**config.mk**
```make
export PLATFORM = sky130hd
export DESIGN_NAME = lfsr_prpg
export DESIGN_NICKNAME = d
export VERILOG_FILES = /design/src/rtl/lfsr_prpg.sv
export SDC_FILE = /design/constraint.sdc
export NUM_CORES = 1
export LEC_CHECK = 0
export ABC_CLOCK_PERIOD_IN_PS = 1600
export CAP_MARGIN = 20
export CORE_MARGIN = 5
export CORE_UTILIZATION = 30
export DETAILED_ROUTE_END_ITERATION = 8
export PLACE_DENSITY = 0.53
export SLEW_MARGIN = 10
export SYNTH_ARGS = -nofsm -noshare
export SYNTH_HDL_FRONTEND = slang
export SYNTH_SLANG_ARGS = --single-unit
```
**constraint.sdc**
```tcl
create_clock -name clk -period 1.6 [get_ports clk]
set_clock_uncertainty 0.15 [all_clocks]
set_input_delay 0.16 -clock clk [delete_from_list [all_inputs] [get_ports clk]]
set_output_delay 0.16 -clock clk [all_outputs]
set_load 0.01 [all_outputs]
```
**src/rtl/lfsr_prpg.sv**
```systemverilog
// lfsr_prpg: Fibonacci LFSR pattern generator with pattern index, wrap pulse and sticky lockup flag.
module lfsr_prpg #(
    parameter int WIDTH = 8,
    parameter logic [WIDTH-1:0] TAPS = 8'hB8,
    parameter logic [WIDTH-1:0] SEED = 8'h01
) (
    input  logic             clk,
    input  logic             reset,
    output logic [WIDTH-1:0] q,
    output logic             sout,
    output logic             valid,
    output logic [WIDTH-1:0] cnt,
    output logic             wrap,
    output logic             lockup
);
    // an all-zero seed would lock the register, so fall back to 1
    localparam logic [WIDTH-1:0] SEED_EFF = (SEED == '0) ? WIDTH'(1) : SEED;
    logic             fb;
    logic [WIDTH-1:0] nxt;
    assign fb   = ^(q & TAPS);
    assign nxt  = {q[WIDTH-2:0], fb};
    assign sout = q[WIDTH-1];
    always_ff @(posedge clk or negedge reset) begin
        if (!reset) begin
            q      <= SEED_EFF;
            cnt    <= '0;
            wrap   <= 1'b0;
            lockup <= 1'b0;
            valid  <= 1'b0;
        end else begin
            valid <= 1'b1;
            if (q == '0) begin
                q      <= SEED_EFF;
                cnt    <= '0;
                wrap   <= 1'b0;
                lockup <= 1'b1;
            end else begin
                q    <= nxt;
                cnt  <= (nxt == SEED_EFF) ? '0 : cnt + 1'b1;
                wrap <= (nxt == SEED_EFF);
            end
        end
    end
endmodule

```
==> results.md <==
* Global route overflow at 0
* Clk slew on worst S/H paths at 0.11 ns
* Top achievable clock speed at 608 MHz
* Sw frac at 21.0%
* Met3 usage at 3.78%
* Vias at 672
* Post-Syn Area at 830 µm²
* GR peak layer: met2
* Drt wl/cell at 13.8 µm
* Synth warnings at 0
* H-Tree Depth at 1
* Largest net degree at the start of global routing at 20
* Synth Area in Compound Gates at 12.1%
* Maximum vdd drop at 0.524 mV
* Critical Path AT at 1.68 ns
* Simple-gate share of the synthesized area at 14.8%
* Worst-path fanout max at 4
* Global-route track usage on met1 at 11.3%
* Syn Area/Cell at 11.9 µm²
* RSZ-0062 raised after global routing: yes
* Final antenna-violating net count at 0
* Initial drt markers at 12
* Fillers at 258
* Sw power at 156 µW
* Clk Latency, worst-skew pair at 0.30 ns
* Crit-path max cell delay at 0.38 ns
* HPWL after DPL at 1330 µm
* Initial antenna violation count at 0
* Post-place setup slack at -0.123 ns
* Cells after Synth at 70
* Rows at 19
* Finished Layout Cells at 139
* Final Hold Fails at 0
* Post-synthesis mux area share at 1.21%
* Post-Syn Nets at 74
* Worst Path Required at 1.64 ns
* Combinational power share at 2.2%
* CTS tree: built
* Final WL at 1920 µm
* Leak at 0.000592 µW
* Seq cells post-synth at 19
* R2R Setup Slk at -0.04 ns
* DIE AREA at 3920 µm²
* RR Endpoint: cnt[6]
* Seq/Total Area, Yosys at 57.5%
* IO buf count at 21
* Fin worst setup slack at -0.0443 ns
* Root buffer cell: clkbuf_4
* Final setup violating endpoints at 11
* Final Util at 47.1%
* Max-Cap Viols at 0
* Global-route wire length before repair at 3330 µm
* Worst R2R Start: q[5]
* Ant diodes at 0
* Clock network fraction of design power at 32.7%
* Setup TNS at -0.298 ns
* CP max stage cell: dfrtp_2
* Overall power at 740 µW
* Worst Hold Class: in2async
* Total Routing Usage GR at 10.5%
* Ports at 22
* Final period util at 103%
* CTS Hold Bufs at 0
* Clock Path Buffers at 2
* Core ar. at 2710 µm²
* Synth cell types at 28
* Drt first pass iters at 2
* R2R depth at 6
* DR vias/cell at 4.83
* Vias in the first global route at 761
* CP Launch Type: register
* PD cells at 579 nW/µm²
* Layout cell share with drive strength beyond 1 at 34.3%
* CP Capture Type: register
* Post-synthesis adder-cell area fraction at 3.02%
* CP delay by family, top: flip-flops
* Fin. max-slew vios at 0
* Initial Utilization at 30.6%
* Placed Cells at 126
* Worst Setup SP: q[5]
* DIE WIDTH at 62.6 µm
* Die height at 62.6 µm
* Largest family of logic cells by synthesized area: simple AND/OR/NAND/NOR gates
* TritonCTS Buffers at 3
* Final Wtd Congestion at 0.724
* Num Clock Sinks at 19
* Internal at 584 µW
* Crit Path Category: reg2reg
* Layout Area Growth over Synthesis at 54.0%
* Final #Nets at 113
* Critical path buffers and inverters at 2
* Violated checks: setup timing
* Drc violations at 0
* Post-layout min period at 1.64 ns
* Status: finished, violations left
* Global Route met2 Usage at 17.7%
* Worst path cell trace: inv_2 > ha_4 > xnor3_1 > o31ai_4 > buf_6 > a22oi_1
* Post-Synth XOR/XNOR Area at 6.94%
* Part of the power in registers at 65.1%
area by class of cell:
cell class | instances | area (µm²) | area share [%]
flip-flops and latches | 19 | 479 | 37.5
well taps | 31 | 38.8 | 3.04
inverters | 2 | 7.51 | 0.588
clock buffers | 4 | 26.3 | 2.06
repair buffers | 40 | 370 | 29.0
multi-input cells | 43 | 355 | 27.8
per-stage QoR:
| step | hold slack, ns | instance area, µm² |
|---|---|---|
| after CTS | 0.0254 | 1230 |
| after global routing | 0.0395 | 1280 |
| final | 0.0284 | 1280 |
| after detailed placement | 0.293 | 1150 |
| after floorplan | -0.286 | 845 |
| after global placement | 0.294 | 1150 |
Yosys cell counts:
cell       n  area (µm²)
mux2i_1    1        10.0
dfrtp_1   18         450
nand4_1    1        6.26
conb_1     1        3.75
inv_1      2        7.51
nand2b_1   1        6.26
xor2_1     3        26.3
o21ai_0    3        15.0
dfstp_2    1        26.3
a21boi_1   1        7.51
buf_4      1        7.51
a22oi_1    3        22.5
nand2_1    2        7.51
a21oi_1    5        25.0
ha_1       2        25.0
or3_1      3        18.8
nor3_1     2        10.0
xnor3_1    1        22.5
nor2_1     4        15.0
clkbuf_1   5        18.8
or4_4      1        11.3
o31ai_4    1        21.3
nor4b_2    1        15.0
or2_2      1        6.26
xnor2_1    1        8.76
nor2_4     1        11.3
nand3_1    3        15.0
a311oi_1   1        8.76
cells by family after synthesis:
logic type,count (synthesis)
xor gates and xnor gates,5
AOI/OAI and AO/OA,14
DFF,19
buffers and inverters,8
and+or+nand+nor,20
muxes,1
other,1
adders and majority gates,2
power groups by stage:
stage          combinational, µW  clock (µW)  sequential [µW]
3_5_place_dp                17.6           0              491
2_1_floorplan              0.203           0              492
6_report                    16.4         242              482
5_1_grt                     19.3         279              482
3_3_place_gp                17.5           0              491
4_1_cts                     17.6         258              482
registers in the layout, indices dropped and copies added (netlist names):
| signal | flops |
|---|---|
| valid | 1 |
| cnt | 8 |
| q | 8 |
| lockup | 1 |
| wrap | 1 |
how the worst max path moves through the flow:
stage          cells after the start     end  slack [ns]
2_1_floorplan                      5  cnt[6]        -0.1
3_3_place_gp                       5  cnt[6]       -0.09
3_5_place_dp                       5  cnt[7]       -0.12
4_1_cts                            6  cnt[5]       -0.09
5_1_grt                            6  cnt[2]       -0.12
6_report                           6  cnt[6]       -0.04
cell usage in the layout (no fill, tap or decap), types with 2 or more instances in the layout:
master	netlist	routed
dlymetal6s2s_1	0	2
buf_6	0	3
buf_4	1	15
nand3_1	3	3
dfrtp_1	18	16
nand2_1	2	2
dlygate4sd2_1	0	9
clkdlybuf4s50_1	0	10
a22oi_2	0	2
xor2_1	3	3
a21oi_1	5	5
clkbuf_4	0	3
inv_2	0	2
o21ai_0	3	3
nor2_1	4	3
or3_1	3	3
dfrtp_2	0	2
timing repair:
item,in CTS,in global routing
endpoints found under the setup margin,24,15
hold endpoints to repair,0,0
pin swaps,1,5
buffers inserted,7,2
gates resized for setup,10,9
metal layers:
layer / routed length (µm) / vias up
li1: - / 321
met1: 822 / 327
met2: 932 / 20
met3: 138 / 4
met4: 26 / 0
met5: 0 / -
worst register-to-register path, stage by stage, from the launching register on:
cell	delay, ns
dfrtp_2	0.38
inv_2	0.05
ha_4	0.27
xnor3_1	0.25
o31ai_4	0.23
buf_6	0.15
a22oi_1	0.07
Note: power is estimated with default switching activity, not from simulation.
